==> src/rtl/param_ram_if.sv <==
// param_ram_if: access bundle for param_ram.
//   master drives: clr, we, waddr, wdata, re, raddr
//   slave drives:  rdata, rvalid, busy
interface param_ram_if #(
    parameter int DATA_W = 4,
    parameter int ADDR_W = 6
) ();
    logic              clr;
    logic              we;
    logic [ADDR_W-1:0] waddr;
    logic [DATA_W-1:0] wdata;
    logic              re;
    logic [ADDR_W-1:0] raddr;
    logic [DATA_W-1:0] rdata;
    logic              rvalid;
    logic              busy;

    modport master (
        output clr, we, waddr, wdata, re, raddr,
        input  rdata, rvalid, busy
    );

    modport slave (
        input  clr, we, waddr, wdata, re, raddr,
        output rdata, rvalid, busy
    );
endinterface

==> src/rtl/param_ram.sv <==
// param_ram: DEPTH x DATA_W simple dual-port RAM with a zeroing sweep.
//   clk  - clock, all state changes on the rising edge
//   rst  - synchronous active-high reset; starts a full zeroing sweep
//   bus  - param_ram_if.slave:
//          clr           soft-clear request (ignored while busy)
//          we/waddr/wdata write port, out-of-range addresses dropped
//          re/raddr      read port, 1-cycle latency, write-first on collision
//          rdata/rvalid  registered read data and its one-cycle qualifier
//          busy          high while the sweep runs; all accesses ignored then
module param_ram #(
    parameter int DATA_W = 4,
    parameter int ADDR_W = 6,
    parameter int DEPTH  = 64
) (
    input logic         clk,
    input logic         rst,
    param_ram_if.slave  bus
);

    typedef enum logic {
        IDLE,
        CLEAR
    } state_t;

    // DEPTH may equal 2**ADDR_W, so range checks need one extra bit.
    localparam logic [ADDR_W:0]   DEPTH_L = (ADDR_W + 1)'(DEPTH);
    localparam logic [ADDR_W-1:0] LAST    = ADDR_W'(DEPTH - 1);

    logic [DATA_W-1:0] mem [DEPTH];

    state_t            state;
    state_t            state_next;
    logic [ADDR_W-1:0] cnt;
    logic [ADDR_W-1:0] cnt_next;
    logic [DATA_W-1:0] rdata_q;
    logic              rvalid_q;

    logic              idle;
    logic              wr_ok;
    logic              rd_in_range;

    assign idle        = (state == IDLE);
    // clr in the same cycle discards the write.
    assign wr_ok       = idle && !bus.clr && bus.we && ({1'b0, bus.waddr} < DEPTH_L);
    assign rd_in_range = ({1'b0, bus.raddr} < DEPTH_L);

    always_ff @(posedge clk) begin
        if (rst) begin
            state <= CLEAR;
            cnt   <= '0;
        end else begin
            state <= state_next;
            cnt   <= cnt_next;
        end
    end

    // Sweep walks cnt 0..DEPTH-1; the cycle clearing the last word returns to IDLE.
    always_comb begin
        state_next = state;
        cnt_next   = cnt;
        case (state)
            IDLE: begin
                if (bus.clr) begin
                    state_next = CLEAR;
                    cnt_next   = '0;
                end
            end
            CLEAR: begin
                cnt_next = cnt + 1'b1;
                if (cnt == LAST) begin
                    state_next = IDLE;
                end
            end
            default: begin
                state_next = CLEAR;
                cnt_next   = '0;
            end
        endcase
    end

    always_ff @(posedge clk) begin
        if (!rst) begin
            if (state == CLEAR) begin
                mem[cnt] <= '0;
            end else if (wr_ok) begin
                mem[bus.waddr] <= bus.wdata;
            end
        end
    end

    // Read port: rdata holds when no read is accepted; a same-address write
    // in the same cycle is forwarded so the read sees the new data.
    always_ff @(posedge clk) begin
        if (rst) begin
            rdata_q  <= '0;
            rvalid_q <= 1'b0;
        end else begin
            rvalid_q <= 1'b0;
            if (idle && bus.re) begin
                rvalid_q <= 1'b1;
                if (!rd_in_range) begin
                    rdata_q <= '0;
                end else if (wr_ok && (bus.waddr == bus.raddr)) begin
                    rdata_q <= bus.wdata;
                end else begin
                    rdata_q <= mem[bus.raddr];
                end
            end
        end
    end

    assign bus.rdata  = rdata_q;
    assign bus.rvalid = rvalid_q;
    assign bus.busy   = (state == CLEAR);

endmodule

==> src/flat_wrapper.sv <==
// flat-port wrapper written by rule: the top's interface ports become plain ports
module param_ram_flat 
#(
    parameter int DATA_W = 4,
    parameter int ADDR_W = 6,
    parameter int DEPTH  = 64
)
  (clk, rst, bus_clr, bus_we, bus_waddr, bus_wdata, bus_re, bus_raddr, bus_rdata, bus_rvalid, bus_busy);
  param_ram_if #(.DATA_W(DATA_W), .ADDR_W(ADDR_W)) bus_i ();
  input logic clk;
  input logic rst;
  input wire logic [$bits(bus_i.clr)-1:0] bus_clr;
  input wire logic [$bits(bus_i.we)-1:0] bus_we;
  input wire logic [$bits(bus_i.waddr)-1:0] bus_waddr;
  input wire logic [$bits(bus_i.wdata)-1:0] bus_wdata;
  input wire logic [$bits(bus_i.re)-1:0] bus_re;
  input wire logic [$bits(bus_i.raddr)-1:0] bus_raddr;
  output wire logic [$bits(bus_i.rdata)-1:0] bus_rdata;
  output wire logic [$bits(bus_i.rvalid)-1:0] bus_rvalid;
  output wire logic [$bits(bus_i.busy)-1:0] bus_busy;
  assign bus_i.clr = bus_clr;
  assign bus_i.we = bus_we;
  assign bus_i.waddr = bus_waddr;
  assign bus_i.wdata = bus_wdata;
  assign bus_i.re = bus_re;
  assign bus_i.raddr = bus_raddr;
  assign bus_rdata = bus_i.rdata;
  assign bus_rvalid = bus_i.rvalid;
  assign bus_busy = bus_i.busy;
  param_ram #(.DATA_W(DATA_W), .ADDR_W(ADDR_W), .DEPTH(DEPTH)) u_core (.clk(clk), .rst(rst), .bus(bus_i));
endmodule
==> config.mk <==
export PLATFORM = sky130hd
export DESIGN_NAME = param_ram_flat
export DESIGN_NICKNAME = d
export VERILOG_FILES = /design/src/rtl/param_ram_if.sv /design/src/rtl/param_ram.sv /design/src/flat_wrapper.sv
export SDC_FILE = /design/constraint.sdc
export NUM_CORES = 1
export LEC_CHECK = 0
export CORE_UTILIZATION = 55
export DETAILED_ROUTE_END_ITERATION = 16
export GPL_ROUTABILITY_DRIVEN = 0
export PLACE_DENSITY = 0.8
export SLEW_MARGIN = 20
export SYNTH_ARGS = -nofsm -noshare
export SYNTH_HDL_FRONTEND = slang
export SYNTH_SLANG_ARGS = --single-unit
==> constraint.sdc <==
create_clock -name clk -period 3.25 [get_ports clk]
set_clock_uncertainty 0.2 [all_clocks]
set_input_delay 0.975 -clock clk [delete_from_list [all_inputs] [get_ports clk]]
set_output_delay 0.975 -clock clk [all_outputs]
set_load 0.02 [all_outputs]
==> results.py, run 1 <==
metrics = {
    "outcome": {
        "status": "completed",
    },
    "worst_setup_path": {
        "start_kind": "primary input",
        "slowest_stage": "clkdlybuf4s50_1",
        "cp-startpoint": "rst",
        "crit_fanout": 7,
        "reg2reg_from": "u_core.bus.busy",
        "critPathKind": "in -> reg",
        "cp_common_cell": "buf_4",
        "worstPathArrival_ns": 3.38,
        "required_ns": 3.48,
        "worstRegToRegCells": 8,
        "endpoint_kind": "flip-flop",
        "slowest_delay_ns": 0.47,
        "cp_cell_sequence": "clkdlybuf4s50_1 > nor4b_4 > buf_4 > buf_4 > mux2i_1 > buf_4 > xnor2_1 > nor3_1 > nand3_1 > o221ai_1",
    },
    "clock_tree": {
        "clk-insertion-delay-late_ns": 0.52,
        "post_cts_buffers": 0,
        "postCtsHoldBufs": 0,
        "cts_sinks": 268,
        "path_clk_slew_ns": 0.06,
        "cts_inserted_buffers": 26,
        "cts_root_buf": "clkbuf_16",
        "cts_tree": "yes",
        "htreeDepth": 1,
        "cts_buffer_depth": 3,
        "cts_resized": 0,
    },
    "cells_and_area": {
        "regArea_um2": 7930,
        "diodes": 0,
        "fill_cells": 1164,
        "multi_input_area_um2": 2870,
        "drive_gt1_share_pct": 33.2,
        "fin_area_um2": 13200,
        "fin_util_pct": 68.0,
        "nNetsFinal": 753,
        "syn_to_final_growth_pct": 21.3,
    },
    "global_route": {
        "grt_pass1_wl_um": 36800,
        "grt_pass1_vias": 6354,
        "antenna_found_initial": 0,
        "grt_start_max_net_pins": 65,
        "grt.total_usage_pct": 24.8,
        "globalRouteOverflowTotal": 0,
    },
    "power_and_ir_drop": {
        "clkPwrFrac_pct": 42.4,
        "pwr-share-comb_pct": 4.4,
        "netSwitchingFraction_pct": 19.9,
        "intPower_mw": 5.64,
        "max-vdd-ir-drop_mv": 0.302,
        "seqPwrFrac_pct": 53.2,
        "p_leak_nw": 4.46,
        "p_sw_mw": 1.40,
        "powerDensity_nw_per_um2": 532,
    },
    "place": {
        "post-place-ws_ns": -0.501,
        "dp_hpwl_um": 15500,
        "place_area_um2": 12300,
        "io_buffers": 26,
    },
    "drt": {
        "drc": 0,
        "wl_per_cell_um": 23.8,
        "via_per_inst": 6.10,
        "drt_wl_total_um": 24200,
        "drt-pass1-iter-count": 5,
        "drtIter0Drc": 585,
        "ant_nets": 0,
        "vias": 6195,
    },
    "logic_synthesis": {
        "seq_area_frac_synth_pct": 72.7,
        "synth_seq_cells": 268,
        "yosys_warnings": 0,
        "syn-num-nets": 612,
        "netlist_area_um2": 10900,
        "ys.flop_type": "edfxtp_1",
        "synth_cell_types": 40,
        "syn_avg_cell_area_um2": 18.5,
        "synth_edf_count": 256,
        "synthesis.instances": 590,
        "synth-async-reset-ratio_pct": 0,
    },
    "die": {
        "die_area_um2": 20400,
        "start_util_pct": 56.0,
        "fp.coreArea_um2": 19500,
        "ios": 27,
        "num_rows": 51,
        "die_h_um": 143,
        "dieWidth_um": 143,
    },
    "sta": {
        "max_freq_mhz": 317,
        "slew_viol_final": 0,
        "tns_ns": 0,
        "rsz0062_at_grt": "yes",
        "finalHoldViolations": 0,
        "setup_violations": 0,
        "fin_ws_ns": 0.0978,
        "maxSlewHeadroom_pct": 62.1,
        "worstMarginPinSlew_ns": 0.568,
        "worst_hold_slack_ns": 0.290,
        "period_needed_ns": 3.15,
        "finalCritPeriodShare_pct": 97.0,
    },
    "hold_path": {
        "whs_path_depth": 2,
        "worstHoldPathType": "reg -> reg",
        "worstHoldStart": "u_core.bus.rdata[2]",
    },
    "flow_run": {
        "max_cap_violations": 0,
    },
}
==> layout make-up <==
cell class,instances,area share (%)
sequential,268,59.9
multi-input combinational,290,21.7
clock buffer,30,5.19
timing repair buffer,139,9.23
tap,265,2.51
inverter,6,0.170
clock inverter,18,1.30
==> path summary, 6_finish.rpt <==
kind,end,slack [ns]
min,u_core.bus.rdata[2],0.29
max,u_core.bus.rdata[3],0.1
max reg2reg,u_core.mem[63][1],0.48
min reg2reg,u_core.bus.rdata[2],0.29
==> cell families (layout without fill, tap and decap cells) <==
group,count (synthesis),in the layout,share of synthesized area (%)
buffers and inverters,32,193,1.49
AND/OR/NAND/NOR,142,142,5.61
multiplexers,103,103,17.1
XOR/XNOR,6,6,0.482
adder cells (fa/ha/maj),1,1,0.115
flip-flops,268,268,72.7
AO/OA/AOI/OAI,38,38,2.54
==> layout by cell type (no fill, tap or decap), types with 2 or more instances in the layout <==
master             n
clkinvlp_4         3
and3_1             2
a31oi_1            4
clkinv_2           7
xnor2_1            6
nand3_1           11
a41oi_1            2
nor3b_1            2
nand2_1           35
or3_1              2
nor2b_1            3
mux2_2            10
clkbuf_1           3
mux2i_2            3
o21ai_0            2
edfxtp_1         256
clkbuf_16         27
o221ai_1           3
a32oi_1            2
nor4_2             2
buf_2              2
a21o_1             2
mux2i_1           24
a311oi_1           3
a221oi_1           4
inv_1              6
dfxtp_1           12
buf_4            104
a21oi_1            8
clkdlybuf4s50_1   23
nand2b_1           2
clkinv_1           4
bufinv_16          3
buf_12            10
mux4_2            65
a22oi_1            5
nor2_2             7
nor2_1            71
==> power by group through the flow <==
stage / clock (mW) / combinational, mW / sequential [mW]
2_1_floorplan: 0 / 0.176 / 3.81
3_3_place_gp: 0 / 0.294 / 3.82
3_5_place_dp: 0 / 0.301 / 3.82
4_1_cts: 3.01 / 0.306 / 3.74
5_1_grt: 3.14 / 0.328 / 3.74
6_report: 2.99 / 0.312 / 3.74
==> per-stage QoR <==
stage	power (mW)	instances
2_1_floorplan	3.99	590
3_3_place_gp	4.11	968
3_5_place_dp	4.12	968
4_1_cts	7.06	1016
5_1_grt	7.21	1016
6_report	7.04	1016
==> Yosys cell counts, types with 3 or more instances <==
library cell	n	area, um^2
nor2_1	78	293
a31oi_1	4	25.0
a21oi_1	8	40.0
edfxtp_1	256	7690
mux2i_1	26	260
a311oi_1	3	26.3
inv_1	6	22.5
clkbuf_1	9	33.8
nand3_1	11	55.1
buf_4	4	30.0
mux2_2	10	113
dfxtp_1	12	240
o221ai_1	4	35.0
a221oi_1	4	35.0
xnor2_1	6	52.6
nand2_1	35	131
buf_2	10	50.1
nor2b_1	3	18.8
a22oi_1	5	37.5
mux4_2	65	1460
==> sequential cells by signal (all words and copies together), names as in the netlist <==
name	cells
u_core.bus.busy	1
u_core.bus.rdata	4
u_core.bus.rvalid	1
u_core.cnt	6
u_core.mem	256
==> worst max-delay path, delay by kind of cell <==
family | cells | cell delay (ns)
AO/OA/AOI/OAI | 1 | 0.26
XOR/XNOR | 1 | 0.06
buffers and inverters | 4 | 1.02
multiplexers | 1 | 0.27
AND/OR/NAND/NOR | 3 | 0.80
==> per-layer routing <==
metal	share of wire, %	global-route usage, %
met4	3.3	9.68
met2	51	41.9
met1	38	32.2
met5	0	0
met3	7.7	4.29
Power figures use the tool's default switching activity.
==> run 2: changes to the inputs <==
--- a/config.mk
+++ b/config.mk
@@ -7,8 +7,9 @@
 export LEC_CHECK = 0
 export CORE_UTILIZATION = 55
 export DETAILED_ROUTE_END_ITERATION = 16
+export DONT_BUFFER_PORTS = 1
 export GPL_ROUTABILITY_DRIVEN = 0
-export PLACE_DENSITY = 0.8
+export PLACE_DENSITY = 0.78
 export SLEW_MARGIN = 20
 export SYNTH_ARGS = -nofsm -noshare
 export SYNTH_HDL_FRONTEND = slang
==> results.py, run 2 (synthesis results as in run 1) <==
metrics = {
    "cells_and_area": {
        "syn_to_final_growth_pct": 12.8,
        "largest_reg_flops": 256,
        "fin_cells": 922,
        "nNetsFinal": 663,
        "drive_gt1_share_pct": 25.1,
        "fin_area_um2": 12300,
        "final_cell_mix": "256 x edfxtp_1, 78 x nor2_1, 65 x mux4_2, 49 x buf_4, 35 x nand2_1",
        "regMostFlops": "u_core.mem",
        "final_common_cell": "edfxtp_1",
        "diodes": 0,
    },
    "drt": {
        "drt_wl_total_um": 22800,
        "drtIter0Drc": 633,
        "ant_nets": 0,
        "wl_per_cell_um": 24.7,
        "drt-pass1-iter-count": 5,
        "via_per_inst": 6.20,
        "vias": 5717,
        "drc": 0,
    },
    "power_and_ir_drop": {
        "powerDensity_nw_per_um2": 557,
        "max-vdd-ir-drop_mv": 0.300,
        "p_leak_nw": 3.98,
    },
    "sta": {
        "tns_ns": 0,
        "worst_hold_slack_ns": 0.319,
        "setup_violations": 0,
        "period_needed_ns": 2.83,
        "slew_viol_final": 0,
        "rsz0062_at_grt": "no",
        "fin_ws_ns": 0.423,
        "worstMarginPinSlew_ns": 0.528,
        "finalHoldViolations": 0,
        "finalCritPeriodShare_pct": 87.0,
        "max_freq_mhz": 354,
        "maxSlewHeadroom_pct": 64.8,
    },
    "global_route": {
        "globalRouteOverflowTotal": 0,
        "grt_start_max_net_pins": 66,
        "grt_pass1_vias": 5712,
        "grt_pass1_wl_um": 33900,
        "antenna_found_initial": 0,
        "grt.total_usage_pct": 23.1,
    },
    "worst_setup_path": {
        "reg2reg_slack_ns": 0.56,
        "cp_cell_sequence": "nor4b_4 > buf_12 > mux2_2 > nor2_1 > nand2_1 > buf_4 > nor2_1 > buf_4",
        "cp-startpoint": "rst",
        "start_kind": "primary input",
        "worstSetupEndpoint": "u_core.mem[21][1]",
        "worstRegToRegCells": 8,
        "required_ns": 3.28,
        "critPathKind": "in -> reg",
        "reg2reg_from": "u_core.bus.busy",
        "worstPathArrival_ns": 2.86,
        "endpoint_kind": "flip-flop",
        "slowest_stage": "mux2_2",
        "crit_fanout": 14,
        "cp_top_family": "simple AND/OR/NAND/NOR gates",
        "path_depth": 8,
        "critPathBufInv": 3,
        "slowest_delay_ns": 0.38,
        "reg2reg_to": "u_core.mem[21][1]",
    },
    "clock_tree": {
        "path_clk_slew_ns": 0.07,
        "htreeDepth": 1,
        "cts_buffer_depth": 3,
        "cts_root_buf": "clkbuf_16",
        "postCtsHoldBufs": 0,
        "cts_inserted_buffers": 25,
        "clk-insertion-delay-late_ns": 0.52,
        "cts_tree": "yes",
        "cts_resized": 0,
        "post_cts_buffers": 0,
        "cts_sinks": 268,
    },
    "die": {
        "die_area_um2": 20400,
        "ios": 27,
        "die_h_um": 143,
        "dieWidth_um": 143,
        "num_rows": 51,
        "fp.coreArea_um2": 19500,
        "start_util_pct": 56.0,
    },
    "place": {
        "post-place-cells": 879,
        "io_buffers": 0,
        "post-place-ws_ns": -0.0251,
        "place_area_um2": 11500,
        "dp_hpwl_um": 14000,
    },
    "hold_path": {
        "whs_path_depth": 1,
        "worstHoldPathType": "in -> reg",
    },
    "flow_run": {
        "max_cap_violations": 0,
    },
    "outcome": {
        "status": "completed",
    },
}
==> run 2: final cells by class <==
type / count / area (um^2)
Multi-Input combinational cell: 290 / 2820
Clock buffer: 30 / 654
Fill cell: 1280 / 7150
Tap cell: 265 / 332
Inverter: 6 / 22.5
Clock inverter: 13 / 168
Sequential cell: 268 / 7930
Timing Repair Buffer: 50 / 388
==> run 2: routing by layer <==
layer / global-route usage (%) / vias to the layer above / part of all wire (%)
met3: 4.26 / 56 / 9.0
li1: - / 2472 / -
met1: 31.1 / 2905 / 38
met2: 38.3 / 284 / 49
met4: 7.81 / 0 / 3.3
met5: 0 / - / 0
==> run 2: worst min-delay path by stage <==
| stage | slack [ns] | endpoint | from |
|---|---|---|---|
| 2_1_floorplan | 0.27 | u_core.cnt[5] | u_core.cnt[5] |
| 3_3_place_gp | 0.29 | u_core.cnt[5] | u_core.cnt[5] |
| 3_5_place_dp | 0.30 | u_core.cnt[5] | u_core.cnt[5] |
| 4_1_cts | 0.31 | u_core.cnt[1] | rst |
| 5_1_grt | 0.31 | u_core.cnt[1] | rst |
| 6_report | 0.32 | u_core.cnt[1] | rst |
==> run 2: metrics by stage <==
stage,power (mW),util [%]
after floorplan,3.99,-
after global placement,3.99,59.0
after detailed placement,3.99,59.0
after CTS,6.88,63.2
after global routing,7.02,63.2
final,6.85,63.2
==> run 2: where the power goes <==
group          switching [mW]  internal [mW]
registers             0.00848           3.74
logic                  0.0798         0.0970
clock network            1.19           1.75
==> run 3: changes to the inputs <==
--- a/config.mk
+++ b/config.mk
@@ -10,7 +10,6 @@
 export DONT_BUFFER_PORTS = 1
 export GPL_ROUTABILITY_DRIVEN = 0
 export PLACE_DENSITY = 0.78
-export SLEW_MARGIN = 20
 export SYNTH_ARGS = -nofsm -noshare
 export SYNTH_HDL_FRONTEND = slang
 export SYNTH_SLANG_ARGS = --single-unit
==> results of run 3 <==
The final DEF is identical to that of run 2; final timing and power are the same.
